[src/rtl/spi_arbiter.sv]
// spi_arbiter
// Shares one SPI controller between two requesters. A requester is granted
// the controller for a whole transaction of 1..16 bytes; its chip select is
// held low from SETUP through HOLD and its configuration word is frozen at
// grant time. Simultaneous requests are served round-robin.
// All outputs are registered; reset is synchronous and active-low.

module spi_arbiter #(
    parameter int CS_SETUP = 2,
    parameter int CS_HOLD  = 2
) (
    input  logic        i_clk,
    input  logic        i_rst_n,
    input  logic [1:0]  i_req,
    input  logic [10:0] i_cfg0,
    input  logic [10:0] i_cfg1,
    input  logic [3:0]  i_len0,
    input  logic [3:0]  i_len1,
    input  logic [7:0]  i_tx0,
    input  logic [7:0]  i_tx1,
    input  logic [1:0]  i_tx_valid,
    output logic [1:0]  o_tx_ready,
    output logic [7:0]  o_rx,
    output logic [1:0]  o_rx_valid,
    output logic [1:0]  o_done,
    output logic [1:0]  o_gnt,
    output logic [1:0]  o_cs_n,
    output logic [10:0] o_spi_config,
    output logic [7:0]  o_spi_tx,
    output logic        o_spi_tx_valid,
    input  logic [7:0]  i_spi_rx,
    input  logic        i_spi_rx_valid,
    input  logic        i_spi_ready
);

    typedef enum logic [2:0] {
        IDLE    = 3'd0,
        SETUP   = 3'd1,
        FETCH   = 3'd2,
        SEND    = 3'd3,
        WAIT_RX = 3'd4,
        HOLD    = 3'd5,
        RELEASE = 3'd6
    } state_t;

    // Terminal values of the cycle timer in SETUP and HOLD.
    localparam logic [3:0] SETUP_LAST = 4'(CS_SETUP - 1);
    localparam logic [3:0] HOLD_LAST  = 4'(CS_HOLD - 1);

    // One-hot vector for a requester index.
    function automatic logic [1:0] onehot(input logic idx);
        if (idx) begin
            onehot = 2'b10;
        end else begin
            onehot = 2'b01;
        end
    endfunction

    state_t      state_r;
    logic        ptr_r;          // requester favoured on a tie
    logic        owner_r;        // requester currently holding the bus
    logic [4:0]  cnt_r;          // bytes still to be received
    logic [3:0]  timer_r;        // SETUP / HOLD cycle counter
    logic        got_r;          // byte received, waiting for controller ready

    logic [1:0]  cs_n_r;
    logic [1:0]  gnt_r;
    logic [1:0]  tx_ready_r;
    logic [1:0]  rx_valid_r;
    logic [1:0]  done_r;
    logic [7:0]  rx_r;
    logic [7:0]  spi_tx_r;
    logic        spi_tx_valid_r;
    logic [10:0] spi_config_r;

    logic        sel_s;
    logic [3:0]  sel_raw_len_s;
    logic [4:0]  sel_len_s;
    logic [10:0] sel_cfg_s;
    logic        own_tx_valid_s;
    logic [7:0]  own_tx_s;

    // Pick the requester to grant: the favoured one on a tie, else whoever asks.
    always_comb begin
        sel_s = 1'b0;
        if (i_req == 2'b11) begin
            sel_s = ptr_r;
        end else if (i_req[1]) begin
            sel_s = 1'b1;
        end else begin
            sel_s = 1'b0;
        end
    end

    // Configuration and byte count of the selected requester; length 0 means 16.
    always_comb begin
        sel_cfg_s     = 11'd0;
        sel_raw_len_s = 4'd0;
        sel_len_s     = 5'd0;
        if (sel_s) begin
            sel_cfg_s     = i_cfg1;
            sel_raw_len_s = i_len1;
        end else begin
            sel_cfg_s     = i_cfg0;
            sel_raw_len_s = i_len0;
        end
        if (sel_raw_len_s == 4'd0) begin
            sel_len_s = 5'd16;
        end else begin
            sel_len_s = {1'b0, sel_raw_len_s};
        end
    end

    // Transmit byte and valid of the current owner only; the other side is ignored.
    always_comb begin
        own_tx_valid_s = 1'b0;
        own_tx_s       = 8'd0;
        if (owner_r) begin
            own_tx_valid_s = i_tx_valid[1];
            own_tx_s       = i_tx1;
        end else begin
            own_tx_valid_s = i_tx_valid[0];
            own_tx_s       = i_tx0;
        end
    end

    // Transaction sequencer with all outputs registered.
    always_ff @(posedge i_clk) begin
        if (!i_rst_n) begin
            state_r        <= IDLE;
            ptr_r          <= 1'b0;
            owner_r        <= 1'b0;
            cnt_r          <= 5'd0;
            timer_r        <= 4'd0;
            got_r          <= 1'b0;
            cs_n_r         <= 2'b11;
            gnt_r          <= 2'b00;
            tx_ready_r     <= 2'b00;
            rx_valid_r     <= 2'b00;
            done_r         <= 2'b00;
            rx_r           <= 8'd0;
            spi_tx_r       <= 8'd0;
            spi_tx_valid_r <= 1'b0;
            spi_config_r   <= 11'd0;
        end else begin
            rx_valid_r <= 2'b00;
            done_r     <= 2'b00;
            case (state_r)
                IDLE: begin
                    if ((i_req != 2'b00) && i_spi_ready) begin
                        owner_r      <= sel_s;
                        gnt_r        <= onehot(sel_s);
                        cs_n_r       <= ~onehot(sel_s);
                        spi_config_r <= sel_cfg_s;
                        cnt_r        <= sel_len_s;
                        timer_r      <= 4'd0;
                        got_r        <= 1'b0;
                        state_r      <= SETUP;
                    end else begin
                        state_r <= IDLE;
                    end
                end
                SETUP: begin
                    if (timer_r == SETUP_LAST) begin
                        timer_r    <= 4'd0;
                        tx_ready_r <= onehot(owner_r);
                        state_r    <= FETCH;
                    end else begin
                        timer_r <= timer_r + 4'd1;
                    end
                end
                FETCH: begin
                    if (own_tx_valid_s) begin
                        spi_tx_r       <= own_tx_s;
                        spi_tx_valid_r <= 1'b1;
                        tx_ready_r     <= 2'b00;
                        state_r        <= SEND;
                    end else begin
                        state_r <= FETCH;
                    end
                end
                SEND: begin
                    // The controller synchronises valid, so keep it up until it goes busy.
                    if (!i_spi_ready) begin
                        spi_tx_valid_r <= 1'b0;
                        got_r          <= 1'b0;
                        state_r        <= WAIT_RX;
                    end else begin
                        state_r <= SEND;
                    end
                end
                WAIT_RX: begin
                    if (!got_r) begin
                        if (i_spi_rx_valid) begin
                            rx_r       <= i_spi_rx;
                            rx_valid_r <= onehot(owner_r);
                            cnt_r      <= cnt_r - 5'd1;
                            if (cnt_r == 5'd1) begin
                                timer_r <= 4'd0;
                                state_r <= HOLD;
                            end else if (i_spi_ready) begin
                                tx_ready_r <= onehot(owner_r);
                                state_r    <= FETCH;
                            end else begin
                                got_r <= 1'b1;
                            end
                        end else begin
                            state_r <= WAIT_RX;
                        end
                    end else if (i_spi_ready) begin
                        got_r      <= 1'b0;
                        tx_ready_r <= onehot(owner_r);
                        state_r    <= FETCH;
                    end else begin
                        state_r <= WAIT_RX;
                    end
                end
                HOLD: begin
                    if (timer_r == HOLD_LAST) begin
                        timer_r <= 4'd0;
                        cs_n_r  <= 2'b11;
                        gnt_r   <= 2'b00;
                        done_r  <= onehot(owner_r);
                        ptr_r   <= ~owner_r;
                        state_r <= RELEASE;
                    end else begin
                        timer_r <= timer_r + 4'd1;
                    end
                end
                RELEASE: begin
                    // Chip selects stay high here and through IDLE before the next grant.
                    state_r <= IDLE;
                end
                default: begin
                    state_r        <= IDLE;
                    cs_n_r         <= 2'b11;
                    gnt_r          <= 2'b00;
                    tx_ready_r     <= 2'b00;
                    spi_tx_valid_r <= 1'b0;
                    got_r          <= 1'b0;
                    timer_r        <= 4'd0;
                end
            endcase
        end
    end

    assign o_tx_ready     = tx_ready_r;
    assign o_rx           = rx_r;
    assign o_rx_valid     = rx_valid_r;
    assign o_done         = done_r;
    assign o_gnt          = gnt_r;
    assign o_cs_n         = cs_n_r;
    assign o_spi_config   = spi_config_r;
    assign o_spi_tx       = spi_tx_r;
    assign o_spi_tx_valid = spi_tx_valid_r;

endmodule

[config.mk]
export PLATFORM = sky130hd
export DESIGN_NAME = spi_arbiter
export DESIGN_NICKNAME = d
export VERILOG_FILES = /design/src/rtl/spi_arbiter.sv
export SDC_FILE = /design/constraint.sdc
export NUM_CORES = 1
export LEC_CHECK = 0
export ABC_AREA = 1
export ABC_CLOCK_PERIOD_IN_PS = 3200
export BUFFER_PORTS_ARGS = -buffer_cell sky130_fd_sc_hd__buf_2
export CAP_MARGIN = 20
export CORE_MARGIN = 3
export CORE_UTILIZATION = 53
export DETAILED_ROUTE_END_ITERATION = 7
export PLACE_DENSITY = 0.9
export SLEW_MARGIN = 20
export SYNTH_ARGS = -nofsm -noshare
export SYNTH_HDL_FRONTEND = slang
export SYNTH_SLANG_ARGS = --single-unit
[constraint.sdc]
create_clock -name i_clk -period 3.2 [get_ports i_clk]
set_input_delay 0.32 -clock i_clk [delete_from_list [all_inputs] [get_ports i_clk]]
set_output_delay 0.32 -clock i_clk [all_outputs]
set_load 0.02 [all_outputs]
== After elaboration in Yosys (flattened, before gate mapping) ==
Index checks and enable logic that the tools add are counted.
Widths: inputs -> output; s select.

* Bits in latches: 0
* RAM bits: 0
* Memories kept: 0
* Bits in read-only memories: 0
* Register bits: 53
* Logic and storage cells: 126
* Output and inout port bits: 38

* $add $sub $neg: 2
* Divide/modulo/power cells: 0
* Order comparisons: 0
* Multiplexer cells: 54
* Multipliers: 0
* Reductions and logical operators: 24
* Equality and inequality tests: 20
* Bitwise operators: 11
* Shift-type cells: 0

{| class="wikitable"
|+ Operators by type and width
! operator !! number
|-
| $mux 2 || 14
|-
| $mux 3 || 8
|-
| $mux 4 || 6
|-
| $mux 5 || 4
|-
| $pmux 3 s6 || 1
|-
| $reduce_and 3->1 || 6
|-
| $ne 2x2->1 const B || 8
|-
| $pmux 4 s4 || 1
|-
| $mux 1 || 12
|-
| $pmux 2 s3 || 2
|-
| $reduce_or 4->1 || 3
|-
| $mux 11 || 1
|-
| $not 1->1 || 10
|-
| $pmux 5 s2 || 1
|-
| $reduce_and 5->1 || 2
|-
| $reduce_or 5->1 || 2
|-
| $eq 3x3->1 const B || 3
|-
| $mux 8 || 1
|-
| $pmux 2 s4 || 1
|-
| $eq 3x2->1 const B || 2
|-
| $ne 3x3->1 const B || 2
|-
| $reduce_and 2->1 || 3
|-
| $eq 5x1->1 const B || 1
|-
| $ne 5x5->1 const B || 1
|-
| 15 further kinds || 16
|}

== Depth between registers and ports, before layout ==
Gate-level depths: netlist of run 1.

* Word-level depth: 9
* Depth in mapped cells: 12
* Gate-level depth less buffers: 12

== Worst setup path after synthesis of run 1 ==
Ideal clock, no wire load.

* Path kind: register -> register
* Start: reg state_r[1]
* End: reg cnt_r[1]
* Arrival time: 1.200 ns
* Slack: 1.883 ns
* Cell stages (with the launch flop): 10
* Path through: dfxtp_1 buf_6 nor2_8 nand2_4 nor2_4 inv_2 nand2_2 o21ai_0 a21oi_1 nor2_1

* Word-level cells in the longest chain between the ends: 3
* Elaborated cells on any way between the ends: 8

{| class="wikitable"
|+ Ends and longest elaborated chain
! what !! line !! source
|-
| from (decl) || 59 || <nowiki>state_t state_r;</nowiki>
|-
| from (signal assigned) || 130 || <nowiki>state_r <= IDLE;</nowiki>
|-
| from (signal assigned) || 158 || <nowiki>state_r <= SETUP;</nowiki>
|-
| from (signal assigned) || 160 || <nowiki>state_r <= IDLE;</nowiki>
|-
| $eq 3x3->1 / $logic_not 3->1 (equally long branches) || 148 || <nowiki>case (state_r)</nowiki>
|-
| $ne 2x2->1 (no source line) / $reduce_bool 2->1 (equally long branches) || -- ||
|-
| $reduce_and 4->1 (no source line) || -- ||
|-
| to (signal assigned) || 155 || <nowiki>cnt_r <= sel_len_s;</nowiki>
|-
| to (signal assigned) || 197 || <nowiki>cnt_r <= cnt_r - 5'd1;</nowiki>
|-
| to (decl) || 62 || <nowiki>logic [4:0] cnt_r;</nowiki>
|}

Several ways; a longest one is shown, not always the timed one.
A chain may end at the register's enable or synchronous reset.

== Final worst setup path of run 1 ==
* Start: reg state_r[1]
* End: reg cnt_r[2]

The elaborated chain is that of the path after synthesis.

==> results of run 1 <==
[metal layers]
layer / up-vias / part of all wire (%) / track usage, %
met4: 0 / 2.9 / 9.25
met2: 102 / 48 / 37.3
met3: 17 / 6.2 / 4.46
li1: 1455 / - / -
met5: - / 0 / 0
met1: 1247 / 43 / 28.8
[synthesized netlist by cell type]
cell type	number
nand2_1	96
nor2_1	70
dfxtp_1	53
o21ai_0	35
a21oi_1	24
inv_1	24
nand3_1	19
o21ai_1	10
a31oi_1	8
clkbuf_1	7
inv_2	4
nand2_2	4
nand2_4	4
nor2_4	4
buf_2	3
buf_6	3
nor3_1	3
a21oi_2	2
buf_4	2
ha_1	2
nor2_2	2
nor2_8	2
o211ai_1	2
xor2_1	2
a211oi_2	1
a21boi_1	1
inv_4	1
nand3b_1	1
nand4_1	1
o21ai_2	1
o22ai_1	1
or2_2	1
[cell usage in the layout (no fill, tap or decap), types with 2 or more instances in the layout]
master / count
nor2_2: 2
o211ai_1: 2
nor2_8: 2
nor2_4: 4
ha_1: 2
clkbuf_8: 5
nand2_4: 4
o21ai_0: 35
o21ai_1: 10
nand2_1: 96
dfxtp_1: 53
nand2_2: 4
clkbuf_1: 2
inv_1: 24
nor2_1: 70
buf_2: 99
nor3_1: 3
inv_2: 4
nand3_1: 19
a21oi_1: 24
xor2_1: 2
a31oi_1: 8
a21oi_2: 2
[metrics by stage]
stage	utilization [%]	instance area [um2]	std cells
4_1_cts	67.9	3270	553
3_5_place_dp	66.1	3190	545
6_report	67.9	3270	553
5_1_grt	67.9	3270	553
2_1_floorplan	-	2690	393
3_3_place_gp	66.1	3190	545
[path summary, 6_finish.rpt]
kind | start | to | slack (ns)
min reg2reg | o_spi_config[3] | o_spi_config[3] | 0.47
min | i_spi_rx[6] | o_rx[6] | 0.23
max reg2reg | state_r[1] | cnt_r[2] | 1.22
max | state_r[1] | cnt_r[2] | 1.22
[registers in the layout, summed over array words and instances (netlist names)]
signal / count
o_spi_config: 11
o_rx: 8
o_spi_tx: 8
cnt_r: 5
timer_r: 4
state_r: 3
o_cs_n: 2
o_done: 2
o_gnt: 2
o_rx_valid: 2
o_tx_ready: 2
got_r: 1
o_spi_tx_valid: 1
owner_r: 1
ptr_r: 1
[power breakdown]
group	leakage [nW]	internal, mW	total, mW	switching (mW)
clock	0.0385	0.155	0.375	0.220
sequential	0.432	0.731	0.802	0.0709
combinational	1.17	0.205	0.579	0.374
[worst max-delay path, cell delays in order (launching register included)]
cell and delay [ns]:
dfxtp_1 0.77, nor2_8 0.09, nand2_4 0.11, nor2_4 0.05, inv_2 0.32, nand2_2 0.21, o21ai_0 0.23, a21oi_1 0.07
[cell type report]
cell class / instances / area, um2
clock buffer: 7 / 76.3
clock inverter: 1 / 7.51
fill: 438 / 1550
inverter: 29 / 111
multi-input combinational: 296 / 1430
sequential: 53 / 1060
tap: 67 / 83.8
timing repair buffer: 100 / 503
[cell families after synthesis]
group / after synthesis / synth area share [%]
fa+ha+maj: 2 / 0.931
compound gates: 85 / 17.2
simple gates: 207 / 34.2
flops: 53 / 39.5
buf+inv: 44 / 7.49
xor+xnor: 2 / 0.652
==> flow_metrics.py, run 1 <==
metrics = {
    "cts": {
        "cts_max_level": 2,
        "cts-buffers-inserted": 5,
        "cts_setup_buffers": 0,
        "cts_resized": 0,
        "ctsHoldBuffers": 0,
        "clkSlewWorstSetupHoldPaths_ns": 0.09,
        "cts_sinks": 53,
        "cts_root_buf": "clkbuf_8",
        "clk_latency_ns": 0.31,
        "cts_tree": "done",
        "clockBufferDepth": 2,
    },
    "global_route": {
        "overflow": 0,
        "grt_max_degree": 30,
        "grt_pass1_wl_mm": 11.1,
        "track_usage_pct": 22.6,
        "grt_pass1_vias": 2400,
        "antenna_found_initial": 0,
    },
    "sta": {
        "fin_ws_ns": 1.22,
        "rsz0062_at_grt": "false",
        "tightest_slew_ns": 0.816,
        "max_slew_margin_pct": 45.5,
        "clock-skew-final_ns": 0.00631,
        "fmax_mhz": 506,
        "setup_viol": 0,
        "tns_ns": 0,
        "period_share_pct": 61.8,
        "final_hold_viol_count": 0,
        "whs_ns": 0.233,
        "drv_slew": 0,
        "fin_crit_ns": 1.98,
    },
    "synthesis": {
        "synth_area_um2": 2690,
        "yosysSeqAreaShare_pct": 39.5,
        "synth_top_cell_by_area": "dfxtp_1",
        "netlist_top_cells_area": "dfxtp_1, nand2_1, nor2_1",
        "synth_top_area_share_pct": 39.5,
        "synth.distinct_cells": 32,
        "syn_inst": 393,
        "avgSynthCellArea_um2": 6.84,
        "syn_nets": 457,
        "yosys_register_bits": 53,
        "yosys_warnings": 0,
    },
    "hold_path": {
        "holdPathStages": 3,
        "hold_class": "input port to register",
    },
    "status": {
        "status": "finished, final reports clean",
    },
    "routing": {
        "routed_via_density": 5.10,
        "drt_iter0_drc": 196,
        "drc": 0,
        "antenna_left": 0,
        "wl_mm": 6.84,
        "post_drt_wl_per_cell_um": 12.4,
        "drt_pass1_iterations": 4,
        "via_count": 2821,
    },
    "die": {
        "start_util_pct": 55.8,
        "dieArea_um2": 5960,
        "die_y_um": 77.2,
        "rows": 25,
        "io_pins": 100,
        "fp.dieW_um": 77.2,
        "coreArea_um2": 4820,
    },
    "critical_path": {
        "startpoint_type": "register",
        "crit_type": "register to register",
        "rr_worst_depth": 7,
        "end_kind": "register",
        "crit_arrival_ns": 2.17,
        "required_ns": 3.39,
        "crit_fanout": 25,
    },
    "finish": {
        "area_growth_syn_to_layout_pct": 21.6,
        "drive_above_1_share_pct": 27.2,
        "antenna_cells": 0,
        "fin_nets": 549,
    },
    "power": {
        "leakage_nw": 1.64,
        "power_density_nw_per_um2": 537,
        "ir_worst_vdd_v": 0.000311,
        "finalPower_mw": 1.76,
    },
    "run": {
        "maxCapViolations": 0,
    },
    "placed_design": {
        "place.gp.congestion": 0.868,
        "place_ws_ns": 1.27,
        "place_hpwl_mm": 5.15,
        "io_buffer_count": 99,
    },
}
Power figures use the tool's default switching activity.
==> run 2: changes to the inputs <==
--- a/config.mk
+++ b/config.mk
@@ -6,13 +6,13 @@
 export NUM_CORES = 1
 export LEC_CHECK = 0
 export ABC_AREA = 1
-export ABC_CLOCK_PERIOD_IN_PS = 3200
+export ABC_CLOCK_PERIOD_IN_PS = 2000
 export BUFFER_PORTS_ARGS = -buffer_cell sky130_fd_sc_hd__buf_2
 export CAP_MARGIN = 20
 export CORE_MARGIN = 3
-export CORE_UTILIZATION = 53
+export CORE_UTILIZATION = 49
 export DETAILED_ROUTE_END_ITERATION = 7
-export PLACE_DENSITY = 0.9
+export PLACE_DENSITY = 0.85
 export SLEW_MARGIN = 20
 export SYNTH_ARGS = -nofsm -noshare
 export SYNTH_HDL_FRONTEND = slang
==> constraint.sdc (replaced) <==
create_clock -name i_clk -period 2 [get_ports i_clk]
set_input_delay 0.2 -clock i_clk [delete_from_list [all_inputs] [get_ports i_clk]]
set_output_delay 0.2 -clock i_clk [all_outputs]
set_load 0.02 [all_outputs]
==> run 2 against run 1 <==
  * Via count up 0.25%
  * Clock skew is 0.0036 ns lower
  * Core utilization decreased by 3.9 points
  * Cell area is 1.9% higher
  * Die area increased by 7.5%
  * Largest cell class unchanged
  * Highest routed layer unchanged
  * Non-clock buffer count is 6 higher
  * Critical endpoint is now cnt_r[1]
==> flow_metrics.py, run 2 (synthesis results as in run 1) <==
metrics = {
    "die": {
        "io_pins": 100,
        "rows": 26,
        "dieArea_um2": 6410,
        "die_y_um": 80.1,
        "fp.dieW_um": 80.1,
        "coreArea_um2": 5200,
        "start_util_pct": 51.7,
    },
    "power": {
        "ir_worst_vdd_v": 0.000460,
        "power_density_nw_per_um2": 860,
        "finalPower_mw": 2.87,
        "leakage_nw": 1.68,
    },
    "sta": {
        "rsz0062_at_grt": "false",
        "final_hold_viol_count": 0,
        "clock-skew-final_ns": 0.00275,
        "tightest_slew_ns": 0.578,
        "period_share_pct": 81.9,
        "setup_viol": 0,
        "fin_crit_ns": 1.64,
        "max_slew_margin_pct": 61.4,
        "fmax_mhz": 611,
        "drv_slew": 0,
        "tns_ns": 0,
        "fin_ws_ns": 0.363,
    },
    "cts": {
        "cts_resized": 0,
        "cts_sinks": 53,
        "ctsHoldBuffers": 0,
        "cts_tree": "done",
        "clk_latency_ns": 0.31,
        "cts-buffers-inserted": 5,
        "clockBufferDepth": 2,
        "cts_max_level": 2,
        "clkSlewWorstSetupHoldPaths_ns": 0.09,
        "cts_root_buf": "clkbuf_8",
        "cts_setup_buffers": 0,
    },
    "run": {
        "maxCapViolations": 0,
    },
    "critical_path": {
        "max_stage_delay_ns": 0.42,
        "startpoint_type": "register",
        "crit_fanout": 11,
        "required_ns": 2.20,
        "slowest_stage": "dfxtp_1",
        "crit_type": "register to register",
        "crit_arrival_ns": 1.84,
        "end_kind": "register",
        "path_cells": "nor2_8 -> nand2_4 -> nor2_4 -> inv_2 -> nand2_2 -> o21ai_0 -> a21oi_1 -> nor2_1",
        "critPathBufInv": 1,
        "path_delay_family": "simple AND/OR/NAND/NOR gates",
    },
    "placed_design": {
        "io_buffer_count": 99,
        "place_ws_ns": 0.385,
        "place_hpwl_mm": 5.33,
        "place.gp.congestion": 1.02,
    },
    "routing": {
        "drc": 0,
        "drt_pass1_iterations": 5,
        "drt_iter0_drc": 239,
        "wl_mm": 6.92,
        "via_count": 2828,
        "routed_via_density": 5.03,
        "post_drt_wl_per_cell_um": 12.3,
        "antenna_left": 0,
    },
    "finish": {
        "seqCellArea_um2": 1060,
        "area_growth_syn_to_layout_pct": 23.9,
        "antenna_cells": 0,
        "n_fill_cell": 470,
        "multi_input_area_um2": 1430,
        "mostFrequentLayoutCells": "buf_2, nand2_1, nor2_1",
        "largest_reg_flops": 11,
        "final_common_cell": "buf_2",
        "drive_above_1_share_pct": 28.5,
        "fin_nets": 555,
    },
    "global_route": {
        "track_usage_pct": 21.2,
        "grt_pass1_vias": 2408,
        "antenna_found_initial": 0,
        "grt_max_degree": 29,
        "grt_pass1_wl_mm": 10.8,
        "overflow": 0,
    },
    "status": {
        "status": "finished, final reports clean",
    },
    "hold_path": {
        "hold_class": "input port to register",
    },
}
-- run 2: cell count changes in the layout (fill, tap and decap cells not counted), sizes merged --
cell	change
buf	+6
clkinv	+2
clkinvlp	-1
clkbuf	-1
-- run 2: worst register-to-register path: stages, from the launching register on --
cell and delay (ns):
dfxtp_1 0.42, nor2_8 0.16, nand2_4 0.10, nor2_4 0.22, inv_2 0.15, nand2_2 0.18, o21ai_0 0.12, a21oi_1 0.14
nor2_1 0.06
-- run 2: worst paths after layout --
path,startpoint,to,slack [ns],cells past startpoint
worst min-delay path,i_spi_rx[3],o_rx[3],0.11,3
worst min register to register,o_spi_config[7],o_spi_config[7],0.47,2
worst max register to register,state_r[0],cnt_r[1],0.36,8
worst max-delay path,state_r[0],cnt_r[1],0.36,8
-- run 2: stage by stage --
stage               hold slack, ns  std cells  util [%]  area, um2
floorplan                    0.335        393         -       2690
global placement             0.425        554      62.1       3230
detailed placement           0.429        554      62.1       3230
CTS                          0.110        562      64.0       3330
global route                 0.121        562      64.0       3330
finish                       0.108        562      64.0       3330
-- run 2: report_power, final --
| group | leakage (nW) | switching [mW] | total [mW] | internal (mW) |
|---|---|---|---|---|
| sequential | 0.432 | 0.0856 | 1.26 | 1.17 |
| clock | 0.0512 | 0.350 | 0.631 | 0.281 |
| combinational | 1.20 | 0.633 | 0.978 | 0.346 |
| total | 1.68 | 1.07 | 2.87 | 1.80 |
-- run 2: layout make-up --
class,count,share of cell area [%]
timing repair buffer,106,16.5
sequential,53,31.9
clock buffer,6,2.48
tap,70,2.63
inverter,29,3.34
clock inverter,2,0.413
multi-input combinational,296,42.8
-- run 2: routing by layer --
| metal | wire (um) | global-route usage [%] | vias up |
|---|---|---|---|
| li1 | - | - | 1466 |
| met1 | 3080 | 28.1 | 1266 |
| met2 | 3300 | 35.2 | 90 |
| met3 | 470 | 4.71 | 6 |
| met4 | 65 | 5.07 | 0 |
| met5 | 0 | 0 | - |
==> run 3: changes to the inputs <==
==> config.mk (replaced) <==
export PLATFORM = sky130hd
export DESIGN_NAME = spi_arbiter
export DESIGN_NICKNAME = d
export VERILOG_FILES = /design/src/rtl/spi_arbiter.sv
export SDC_FILE = /design/constraint.sdc
export NUM_CORES = 1
export LEC_CHECK = 0
export ABC_AREA = 0
export ABC_CLOCK_PERIOD_IN_PS = 1500
export BUFFER_PORTS_ARGS = -buffer_cell sky130_fd_sc_hd__buf_2
export CAP_MARGIN = 20
export CORE_MARGIN = 3
export CORE_UTILIZATION = 44
export DETAILED_ROUTE_END_ITERATION = 7
export PLACE_DENSITY = 0.81
export SLEW_MARGIN = 20
export SYNTH_ARGS = -nofsm -noshare
export SYNTH_HDL_FRONTEND = slang
export SYNTH_SLANG_ARGS = --single-unit
==> constraint.sdc (replaced) <==
create_clock -name i_clk -period 1.5 [get_ports i_clk]
set_input_delay 0.15 -clock i_clk [delete_from_list [all_inputs] [get_ports i_clk]]
set_output_delay 0.15 -clock i_clk [all_outputs]
set_load 0.02 [all_outputs]
==> run 3 against run 2 <==
  * The run now ends with setup timing left
  * Combinational power increased by 20%
  * Critical endpoint is now o_tx_ready[1]
  * Core utilization up 1.2 points
  * Cell area up 9.8%
  * Worst setup slack lost 0.48 ns
==> flow_metrics.py, run 3 <==
metrics = {
    "sta": {
        "setup_viol": 4,
        "clock-skew-final_ns": 0.0114,
        "final_hold_viol_count": 0,
        "period_share_pct": 108,
        "fin_crit_ns": 1.61,
        "fin_ws_ns": -0.114,
        "fmax_mhz": 619,
        "drv_slew": 0,
        "rsz0062_at_grt": "true",
        "whs_ns": 0.0815,
        "tightest_slew_ns": 0.402,
        "max_slew_margin_pct": 72.5,
        "tns_ns": -0.306,
    },
    "synthesis": {
        "yosys-top-cells-count": "dfxtp_1, nand2_1, nor2_1",
        "yosys_warnings": 0,
        "syn_nets": 368,
        "synth.distinct_cells": 51,
        "synth_top_cell_by_area": "dfxtp_1",
        "yosys.area_share.simple_pct": 22.0,
        "synth_top_area_share_pct": 41.1,
        "netlist_top_cells_area": "dfxtp_1, mux2i_1, nand2_1",
        "avgSynthCellArea_um2": 8.50,
        "muxShareOfSynthArea_pct": 10.2,
        "yosysSeqAreaShare_pct": 41.1,
        "synth_xor_area_share_pct": 0.339,
        "synth_compound_area_share_pct": 20.5,
        "yosysMostFrequentCell": "dfxtp_1",
        "yosys_register_bits": 53,
        "synth_fa_ha_area_share_pct": 0.969,
        "synth_flop_cell": "dfxtp_1",
        "synth_top_family_by_area": "simple AND/OR/NAND/NOR gates",
        "syn_inst": 304,
        "async_flop_share_pct": 0,
        "synth-edff-count": 0,
        "synth_area_um2": 2580,
    },
    "global_route": {
        "overflow": 0,
        "grt_pass1_wl_mm": 11.0,
        "grt_max_degree": 29,
        "antenna_found_initial": 0,
        "track_usage_pct": 20.7,
        "grt_pass1_vias": 2498,
    },
    "power": {
        "power_frac_comb_pct": 32.7,
        "switching_share_pct": 32.0,
        "power_density_nw_per_um2": 973,
        "pwr-share-clk_pct": 22.6,
        "ir_worst_vdd_v": 0.000526,
        "p_sw_mw": 1.14,
        "internal-power_mw": 2.42,
        "finalPower_mw": 3.56,
        "pwr-share-seq_pct": 44.7,
        "leakage_nw": 1.63,
    },
    "placed_design": {
        "place_hpwl_mm": 5.15,
        "place_ws_ns": -0.148,
        "place.gp.congestion": 0.920,
        "place_area_um2": 3350,
        "io_buffer_count": 99,
        "placedCellCount": 484,
    },
    "finish": {
        "final_common_cell": "buf_2",
        "mostFrequentLayoutCells": "buf_2, dfxtp_1, nand2_1",
        "final_core_utilization_pct": 65.2,
        "largest_reg_flops": 11,
        "final_cells": 499,
        "antenna_cells": 0,
        "n_fill_cell": 467,
        "drive_above_1_share_pct": 41.2,
        "area_growth_syn_to_layout_pct": 41.5,
        "stdcell_area_um2": 3660,
        "fin_nets": 491,
    },
    "routing": {
        "via_count": 2693,
        "antenna_left": 0,
        "drt_iter0_drc": 180,
        "wl_mm": 7.45,
        "drt_pass1_iterations": 4,
        "post_drt_wl_per_cell_um": 14.9,
        "routed_via_density": 5.40,
        "drc": 0,
    },
    "critical_path": {
        "required_ns": 1.74,
        "rr_worst_depth": 7,
        "crit_type": "register to register",
        "r2r-start": "cnt_r[1]",
        "r2r_slack_ns": -0.11,
        "timing.rr.end": "o_tx_ready[1]",
        "end_kind": "register",
        "crit_arrival_ns": 1.85,
        "crit_fanout": 2,
        "startpoint_type": "register",
    },
    "die": {
        "fp.dieW_um": 82.6,
        "die_y_um": 82.6,
        "coreArea_um2": 5610,
        "io_pins": 100,
        "rows": 27,
        "start_util_pct": 46.1,
        "dieArea_um2": 6830,
    },
    "hold_path": {
        "hold-path-endpoint": "o_rx[6]",
        "hold_class": "input port to register",
        "holdPathStages": 3,
        "worstHoldStart": "i_spi_rx[6]",
    },
    "cts": {
        "clk_latency_ns": 0.30,
        "cts_tree": "done",
        "cts_max_level": 2,
        "clockBufferDepth": 2,
        "cts_sinks": 53,
        "cts_root_buf": "clkbuf_8",
        "clkSlewWorstSetupHoldPaths_ns": 0.10,
        "cts-buffers-inserted": 5,
    },
    "status": {
        "violations": "setup timing",
        "status": "finished, violations left",
    },
    "run": {
        "maxCapViolations": 0,
    },
}
[run 3: repair_timing]
action / CTS / global route
pin swaps: 3 / 13
gates cloned: 1 / 0
endpoints found under the setup margin: 15 / 32
buffers inserted: 5 / 3
resized for setup: 10 / 21
hold buffers: 0 / 0
[run 3: cell type report]
cell class	instances	area, um2	share of cell area (%)
timing repair buffer	137	871	23.8
inverter	6	22.5	0.616
tap	72	90.1	2.46
clock buffer	7	86.3	2.36
multi-input combinational	224	1520	41.5
sequential	53	1070	29.2
[run 3: power by group through the flow]
stage	Sequential [mW]	Clock, mW	Combinational (mW)
3_3_place_gp	1.61	0	0.991
5_1_grt	1.60	0.876	1.25
4_1_cts	1.58	0.810	1.08
3_5_place_dp	1.61	0	1.02
2_1_floorplan	1.71	0	0.535
6_report	1.59	0.804	1.17
[run 3: logic make-up after synthesis]
kind of cell | Yosys count
buffers and inverters | 27
XOR/XNOR | 1
adder cells (fa/ha/maj) | 2
AND/OR/NAND/NOR | 116
AO/OA/AOI/OAI | 79
multiplexers | 26
flip-flops | 53
[run 3: worst max path at each step]
stage | to | startpoint | depth (start not counted)
2_1_floorplan | o_tx_ready[0] | cnt_r[1] | 7
3_3_place_gp | o_tx_ready[0] | cnt_r[1] | 7
3_5_place_dp | o_tx_ready[1] | cnt_r[1] | 7
4_1_cts | o_tx_ready[1] | cnt_r[1] | 7
5_1_grt | o_tx_ready[0] | cnt_r[1] | 7
6_report | o_tx_ready[1] | cnt_r[1] | 7
[run 3: worst max-delay path: stages, from the launching register on]
cell,delay [ns]
dfxtp_2,0.34
inv_2,0.08
ha_4,0.13
or4b_4,0.49
nand2_4,0.08
o2111ai_2,0.11
o211ai_2,0.12
mux2i_1,0.21
[run 3: metal layers]
layer	global-route usage, %	vias up	wire (um)
li1	-	1321	-
met1	24.6	1217	2890
met2	36.2	127	3750
met3	4.88	28	584
met4	7.19	0	227
met5	0	-	0
